**src/rtl/rc4_engine_if.sv**
```systemverilog
// Bundle of the rc4_engine start handshake and its S / ciphertext / plaintext memory ports.
// The engine connects through the slave modport; the requester and memory side use master.
interface rc4_engine_if #(
    parameter int KEY_BYTES = 3,
    parameter int MSG_AW    = 8
);
    logic                   valid;
    logic                   ready;
    logic [8*KEY_BYTES-1:0] key;
    logic [7:0]             s_addr;
    logic [7:0]             s_rddata;
    logic [7:0]             s_wrdata;
    logic                   s_wren;
    logic [MSG_AW-1:0]      ct_addr;
    logic [7:0]             ct_rddata;
    logic [MSG_AW-1:0]      pt_addr;
    logic [7:0]             pt_wrdata;
    logic                   pt_wren;
    logic [3:0]             fsm_state;

    modport master (
        output valid, key, s_rddata, ct_rddata,
        input  ready, s_addr, s_wrdata, s_wren, ct_addr, pt_addr, pt_wrdata, pt_wren, fsm_state
    );

    modport slave (
        input  valid, key, s_rddata, ct_rddata,
        output ready, s_addr, s_wrdata, s_wren, ct_addr, pt_addr, pt_wrdata, pt_wren, fsm_state
    );
endinterface

```
**src/rtl/rc4_engine.sv**
```systemverilog
// RC4 decrypt core: S-init, KSA, optional RC4-drop[N], then PRGA over a length-prefixed message.
// All memories are synchronous-read; every read result is consumed in the cycle after its address.
module rc4_engine #(
    parameter int KEY_BYTES = 3,
    parameter int DROP_N    = 0,
    parameter int MSG_AW    = 8
) (
    input  logic          clk,
    input  logic          rst,
    rc4_engine_if.slave   bus
);
    // Handshake: a request is taken on a rising edge where valid && ready; key is captured on that
    // edge and ready is low from the next cycle until the cycle after the final plaintext write.
    // valid while ready is low has no effect.

    typedef enum logic [3:0] {
        S_IDLE   = 4'd0,
        S_INIT   = 4'd1,
        S_KSA_RI = 4'd2,
        S_KSA_LI = 4'd3,
        S_KSA_RJ = 4'd4,
        S_KSA_WI = 4'd5,
        S_KSA_WJ = 4'd6,
        S_G_RI   = 4'd7,
        S_G_LI   = 4'd8,
        S_G_RJ   = 4'd9,
        S_G_WI   = 4'd10,
        S_G_WJ   = 4'd11,
        S_G_RP   = 4'd12,
        S_G_OUT  = 4'd13,
        S_LEN_RD = 4'd14,
        S_LEN_WR = 4'd15
    } state_t;

    localparam logic [10:0] DROP_LAST = 11'((DROP_N > 0) ? DROP_N - 1 : 0);
    localparam logic [4:0]  KIDX_LAST = 5'(KEY_BYTES - 1);

    state_t                 state, state_n;
    logic [7:0]             i, j, si, sj, idx, len;
    logic [4:0]             kidx;
    logic [10:0]            drop_cnt;
    logic                   dropping;
    logic [8*KEY_BYTES-1:0] key_r;
    logic [7:0]             key_byte;

    assign key_byte      = key_r[8*(KEY_BYTES-1-int'(kidx)) +: 8];
    assign bus.ct_addr   = MSG_AW'(idx);
    assign bus.fsm_state = state;

    always_ff @(posedge clk or posedge rst) begin
        if (rst) state <= S_IDLE;
        else     state <= state_n;
    end

    always_comb begin
        state_n       = state;
        bus.ready     = 1'b0;
        bus.s_addr    = 8'd0;
        bus.s_wrdata  = 8'd0;
        bus.s_wren    = 1'b0;
        bus.pt_addr   = '0;
        bus.pt_wrdata = 8'd0;
        bus.pt_wren   = 1'b0;
        case (state)
            S_IDLE: begin
                bus.ready = 1'b1;
                if (bus.valid) state_n = S_INIT;
            end
            S_INIT: begin
                bus.s_addr   = i;
                bus.s_wrdata = i;
                bus.s_wren   = 1'b1;
                if (i == 8'hFF) state_n = S_KSA_RI;
            end
            S_KSA_RI: begin
                bus.s_addr = i;
                state_n    = S_KSA_LI;
            end
            S_KSA_LI: state_n = S_KSA_RJ;
            S_KSA_RJ: begin
                bus.s_addr = j;
                state_n    = S_KSA_WI;
            end
            S_KSA_WI: begin
                bus.s_addr   = i;
                bus.s_wrdata = bus.s_rddata;
                bus.s_wren   = 1'b1;
                state_n      = S_KSA_WJ;
            end
            S_KSA_WJ: begin
                bus.s_addr   = j;
                bus.s_wrdata = si;
                bus.s_wren   = 1'b1;
                if (i != 8'hFF)      state_n = S_KSA_RI;
                else if (DROP_N > 0) state_n = S_G_RI;
                else                 state_n = S_LEN_RD;
            end
            S_G_RI: begin
                bus.s_addr = i;
                state_n    = S_G_LI;
            end
            S_G_LI: state_n = S_G_RJ;
            S_G_RJ: begin
                bus.s_addr = j;
                state_n    = S_G_WI;
            end
            S_G_WI: begin
                bus.s_addr   = i;
                bus.s_wrdata = bus.s_rddata;
                bus.s_wren   = 1'b1;
                state_n      = S_G_WJ;
            end
            S_G_WJ: begin
                bus.s_addr   = j;
                bus.s_wrdata = si;
                bus.s_wren   = 1'b1;
                state_n      = S_G_RP;
            end
            // After the swap S[i]=sj and S[j]=si, so their sum indexes the pad byte.
            S_G_RP: begin
                bus.s_addr = si + sj;
                state_n    = S_G_OUT;
            end
            S_G_OUT: begin
                if (dropping) begin
                    state_n = (drop_cnt == DROP_LAST) ? S_LEN_RD : S_G_RI;
                end else begin
                    bus.pt_addr   = MSG_AW'(idx);
                    bus.pt_wrdata = bus.ct_rddata ^ bus.s_rddata;
                    bus.pt_wren   = 1'b1;
                    state_n       = (idx == len) ? S_IDLE : S_G_RI;
                end
            end
            S_LEN_RD: state_n = S_LEN_WR;
            S_LEN_WR: begin
                bus.pt_wrdata = bus.ct_rddata;
                bus.pt_wren   = 1'b1;
                state_n       = (bus.ct_rddata == 8'd0) ? S_IDLE : S_G_RI;
            end
            default: state_n = S_IDLE;
        endcase
    end

    always_ff @(posedge clk or posedge rst) begin
        if (rst) begin
            i        <= 8'd0;
            j        <= 8'd0;
            si       <= 8'd0;
            sj       <= 8'd0;
            idx      <= 8'd0;
            len      <= 8'd0;
            kidx     <= 5'd0;
            drop_cnt <= 11'd0;
            dropping <= 1'b0;
            key_r    <= '0;
        end else begin
            case (state)
                S_IDLE: begin
                    if (bus.valid) begin
                        key_r    <= bus.key;
                        i        <= 8'd0;
                        j        <= 8'd0;
                        kidx     <= 5'd0;
                        idx      <= 8'd0;
                        dropping <= 1'b0;
                        drop_cnt <= 11'd0;
                    end
                end
                S_INIT: i <= i + 8'd1;
                S_KSA_LI: begin
                    si <= bus.s_rddata;
                    j  <= j + bus.s_rddata + key_byte;
                end
                S_KSA_WJ: begin
                    kidx <= (kidx == KIDX_LAST) ? 5'd0 : kidx + 5'd1;
                    if (i == 8'hFF) begin
                        // PRGA restarts from i=j=0; the first generated step uses i=1.
                        j <= 8'd0;
                        if (DROP_N > 0) begin
                            i        <= 8'd1;
                            dropping <= 1'b1;
                            drop_cnt <= 11'd0;
                        end else begin
                            i <= 8'd0;
                        end
                    end else begin
                        i <= i + 8'd1;
                    end
                end
                S_G_LI: begin
                    si <= bus.s_rddata;
                    j  <= j + bus.s_rddata;
                end
                S_G_WI: sj <= bus.s_rddata;
                S_G_OUT: begin
                    if (dropping) begin
                        drop_cnt <= drop_cnt + 11'd1;
                        if (drop_cnt == DROP_LAST) dropping <= 1'b0;
                        else                       i <= i + 8'd1;
                    end else if (idx == len) begin
                        idx <= 8'd0;
                    end else begin
                        idx <= idx + 8'd1;
                        i   <= i + 8'd1;
                    end
                end
                S_LEN_WR: begin
                    len <= bus.ct_rddata;
                    if (bus.ct_rddata != 8'd0) begin
                        idx <= 8'd1;
                        i   <= i + 8'd1;
                    end
                end
                default: ;
            endcase
        end
    end
endmodule
```
**src/flat_wrapper.sv**
```systemverilog
// flat-port wrapper written by rule: the top's interface ports become plain ports
module rc4_engine_flat 
#(
    parameter int KEY_BYTES = 3,
    parameter int DROP_N    = 0,
    parameter int MSG_AW    = 8
)
  (clk, rst, bus_valid, bus_key, bus_s_rddata, bus_ct_rddata, bus_ready, bus_s_addr, bus_s_wrdata, bus_s_wren, bus_ct_addr, bus_pt_addr, bus_pt_wrdata, bus_pt_wren, bus_fsm_state);
  rc4_engine_if #(.KEY_BYTES(KEY_BYTES), .MSG_AW(MSG_AW)) bus_i ();
  input  logic clk;
  input  logic rst;
  input wire logic [$bits(bus_i.valid)-1:0] bus_valid;
  input wire logic [$bits(bus_i.key)-1:0] bus_key;
  input wire logic [$bits(bus_i.s_rddata)-1:0] bus_s_rddata;
  input wire logic [$bits(bus_i.ct_rddata)-1:0] bus_ct_rddata;
  output wire logic [$bits(bus_i.ready)-1:0] bus_ready;
  output wire logic [$bits(bus_i.s_addr)-1:0] bus_s_addr;
  output wire logic [$bits(bus_i.s_wrdata)-1:0] bus_s_wrdata;
  output wire logic [$bits(bus_i.s_wren)-1:0] bus_s_wren;
  output wire logic [$bits(bus_i.ct_addr)-1:0] bus_ct_addr;
  output wire logic [$bits(bus_i.pt_addr)-1:0] bus_pt_addr;
  output wire logic [$bits(bus_i.pt_wrdata)-1:0] bus_pt_wrdata;
  output wire logic [$bits(bus_i.pt_wren)-1:0] bus_pt_wren;
  output wire logic [$bits(bus_i.fsm_state)-1:0] bus_fsm_state;
  assign bus_i.valid = bus_valid;
  assign bus_i.key = bus_key;
  assign bus_i.s_rddata = bus_s_rddata;
  assign bus_i.ct_rddata = bus_ct_rddata;
  assign bus_ready = bus_i.ready;
  assign bus_s_addr = bus_i.s_addr;
  assign bus_s_wrdata = bus_i.s_wrdata;
  assign bus_s_wren = bus_i.s_wren;
  assign bus_ct_addr = bus_i.ct_addr;
  assign bus_pt_addr = bus_i.pt_addr;
  assign bus_pt_wrdata = bus_i.pt_wrdata;
  assign bus_pt_wren = bus_i.pt_wren;
  assign bus_fsm_state = bus_i.fsm_state;
  rc4_engine #(.KEY_BYTES(KEY_BYTES), .DROP_N(DROP_N), .MSG_AW(MSG_AW)) u_core (.clk(clk), .rst(rst), .bus(bus_i));
endmodule
```
**config.mk**
```make
export PLATFORM = sky130hd
export DESIGN_NAME = rc4_engine_flat
export DESIGN_NICKNAME = d
export VERILOG_FILES = /design/src/rtl/rc4_engine_if.sv /design/src/rtl/rc4_engine.sv /design/src/flat_wrapper.sv
export SDC_FILE = /design/constraint.sdc
export NUM_CORES = 1
export LEC_CHECK = 0
export ABC_AREA = 1
export BUFFER_PORTS_ARGS = -buffer_cell sky130_fd_sc_hd__buf_2
export CORE_MARGIN = 4
export CORE_UTILIZATION = 45
export CTS_CLUSTER_SIZE = 20
export DETAILED_ROUTE_END_ITERATION = 16
export PLACE_DENSITY = 0.65
export SLEW_MARGIN = 40
export SYNTH_ARGS = -nofsm -noshare
export SYNTH_HDL_FRONTEND = slang
export SYNTH_SLANG_ARGS = --single-unit
export TNS_END_PERCENT = 20
```
**constraint.sdc**
```tcl
create_clock -name clk -period 7.1 [get_ports clk]
set_input_delay 1.42 -clock clk [delete_from_list [all_inputs] [get_ports clk]]
set_output_delay 1.42 -clock clk [all_outputs]
set_load 0.02 [all_outputs]
```
==> run_results.csv <==
group,metric,value,unit
drt,drc,0,
global_route,track_usage,21.30,%
synth,ys_top_cells_by_area,"dfrtp_1 38%, nand2_1 15%, inv_1 6.6%",
global_route,grt_pass1_wl,27280,um
global_route,grt_max_degree,62,
worst_setup_path,worstReg2RegEnd,"u_core.j[6]$_DFFE_PP0P_",
sta,fin_crit,3.843,ns
floorplanning,die_h,124.6,um
sta,max_slew_margin,55.11,%
floorplanning,core,0.01330,mm2
worst_setup_path,r2r_start,"u_core.kidx[0]$_DFFE_PP0P_",
placement,hpwl,12380,um
synth,synth_top_area_share,38.02,%
global_route,overflow,0,
synth,yosys_warnings,0,
worst_setup_path,crit_type,"reg -> out",
synth,syn_inst,851,
worst_setup_path,crit_fanout,10,
synth,yosysTopAreaCell,"dfrtp_1",
synth,synth_cell_types,46,
drt,routed_via_density,5.208,
placement,gp_congestion,0.8893,
drt,first_iter_violations,428,
run_status,outcome,"completed",
clocking,clockRootBuffer,"clkbuf_16",
worst_setup_path,cp_data_arrival_time,2.42,ns
clocking,clkLatencyLatePin,0.36,ns
drt,first_pass_iters,5,
synth,synthArstFlopShare,100.0,%
sta,final.setup.tns,0,ns
placement,port_buffers,89,
layout,design_area,0.007025,mm2
sta,min_period_over_period,54.12,%
synth,ys_top_cells_by_count,"250 x nand2_1, 107 x inv_1, 93 x dfrtp_1",
global_route,antenna_found_initial,0,
layout,nNetsFinal,1010,
synth,synth_ff_type,"dfrtp_1",
power_and_ir_drop,vdd_drop_max,143.7,uV
clocking,htree_levels,3,
floorplanning,fp-row-count,42,
clocking,cts.sinks,93,
clocking,cts_tree,"yes",
synth,ys_seq_elements,93,
worst_setup_path,r2r_cells,16,
synth,synth_area,0.006121,mm2
worst_setup_path,critPathTopFamily,"compound AO/OA/AOI/OAI gates",
power_and_ir_drop,power,0.001502,W
min_path,worstHoldEndpoint,"u_core.key_r[8]$_DFFE_PP0P_",
drt,avgRoutedWirePerCell,14.69,um
floorplanning,dieArea,0.01553,mm2
clocking,post-cts-setup-buffers,0,
synth,yosysMostFrequentCell,"nand2_1",
synth,seq_area_frac_synth,38.02,%
sta,setup_viol,0,
min_path,hold_start,"u_core.key_r[8]$_DFFE_PP0P_",
sta,slew_viol_final,0,
layout,synthToLayoutAreaGrowth,14.78,%
floorplanning,initial_core_util,46.04,%
placement,dpl_cell_area,0.006729,mm2
layout,fillers,1324,
synth,avgSynthCellArea,7.193,um2
sta,worst_slew_pin_slew,0.6727,ns
clocking,cts_buffer_depth,2,
power_and_ir_drop,power_density,213.8,mW/mm2
floorplanning,num_io_pins,90,
sta,hold_viol,0,
worst_setup_path,slowest_stage,"dfrtp_1",
worst_setup_path,crit_buf_inv,2,
min_path,hp-class,"reg -> reg",
layout,n_antenna_cell,0,
drt,num_vias,5823,
drt,postRouteAntennaNets,0,
layout,drive_gt1_share,14.54,%
clocking,clkTransAtPathRegs,0.07,ns
sta,rsz0062_at_grt,"no",
worst_setup_path,cp_cell_sequence,"inv_2 -> nand2_1 -> nor2_2 -> a21oi_4 -> o211ai_2 -> a21boi_0 -> o21ai_0 -> buf_2",
run,maxCapViolations,0,
worst_setup_path,max_stage_delay,0.48,ns
worst_setup_path,start_kind,"flip-flop",
sta,fin_ws,3.257,ns
global_route,grt_pass1_vias,5456,
clocking,ctsHoldBuffers,0,
worst_setup_path,cp-end-kind,"output pin",
worst_setup_path,critPathRequiredTime,5.68,ns
synth,synth_edf_count,0,
drt,drt_wl_total,16420,um
clocking,post_cts_resized,0,
worst_setup_path,r2r_slack,3.74,ns
power_and_ir_drop,power_leakage,3.735,nW
floorplanning,die_w,124.6,um
synth,synth_fp_nets,924,
clocking,numCtsBuffers,9,
placement,place_ws,3.239,ns
min_path,holdPathStages,2,
sta,clock.fmax,260.2,MHz
sta,skew,0.008645,ns
[kinds of logic after synthesis]
family / after synthesis / share of synthesized area, %
compound gates: 152 / 14.06
xor+xnor: 25 / 3.577
fa+ha+maj: 30 / 6.500
buf+inv: 128 / 8.034
flops: 93 / 38.02
simple gates: 423 / 29.80
[metrics by stage]
step / util, % / hold WS, ns / cells
6_report: 52.84 / 0.4721 / 1118
5_1_grt: 52.84 / 0.4913 / 1118
4_1_cts: 52.81 / 0.4787 / 1118
3_5_place_dp: 50.61 / 0.4605 / 1102
3_3_place_gp: 50.61 / 0.4576 / 1102
2_1_floorplan: - / 0.4436 / 851
[registers in the layout, summed over array words and instances (netlist names)]
name and flops:
u_core.bus.ct_addr 8, u_core.bus.fsm_state 4, u_core.drop_cnt 11, u_core.dropping 1
u_core.i 8, u_core.j 8, u_core.key_r 24, u_core.kidx 5
u_core.len 8, u_core.si 8, u_core.sj 8
[worst max-delay path by stage]
stage | start | to | depth (start not counted) | slack, ns
final | u_core.bus.fsm_state[0]$_DFFE_PP0P_ | bus_s_addr[7] | 8 | 3.26
after detailed placement | bus_s_rddata[0] | u_core.j[7]$_DFFE_PP0P_ | 15 | 3.24
after floorplan | rst | u_core.bus.ct_addr[0]$_DFFE_PP0P_ | 1 | 3.26
after global routing | u_core.bus.fsm_state[0]$_DFFE_PP0P_ | bus_s_addr[7] | 8 | 3.09
after global placement | bus_s_rddata[0] | u_core.j[6]$_DFFE_PP0P_ | 14 | 3.29
after CTS | u_core.bus.fsm_state[0]$_DFFE_PP0P_ | bus_s_addr[7] | 8 | 3.29
[area by class of cell]
cell class              instances  area [um2]  share of cell area, %
clock buffers                  10       229.0                  3.259
clock inverters                 6       63.81                 0.9083
inverters                     113       426.7                  6.073
multi-input cells             630        3302                  47.00
flip-flops and latches         93        2327                  33.13
well taps                     176       220.2                  3.134
repair buffers                 90       456.7                  6.500
[where the power goes]
part	internal (W)	switching, W
logic	0.000161	0.000264
registers	0.000555	0.0000298
clock network	0.000273	0.000219
[cells in the final DEF, fill, tap and decap left out, types with 9 or more instances in the layout]
master and n:
a21oi_1 48, nand3_1 68, ha_1 27, xnor2_1 12
nand2_1 250, nor3_1 10, nor2_1 57, dfrtp_1 93
o21ai_0 68, clkbuf_16 9, xor2_1 13, nand4_1 13
inv_1 105, buf_2 89
[layer usage]
metal	part of all wire [%]	wire length, um	track usage (%)	up-vias
met2	45	7421	33.78	169
met1	48	7882	30.10	2683
met4	1.6	257	6.705	0
li1	-	-	-	2956
met3	5.2	858	3.130	15
met5	0	0	0	-
[worst min-delay path, cell delays in order, from the launching register on]
cell and delay (ns):
dfrtp_1 0.34, nand2_1 0.05, nand2_1 0.05
(Power assumes the default switching activity.)
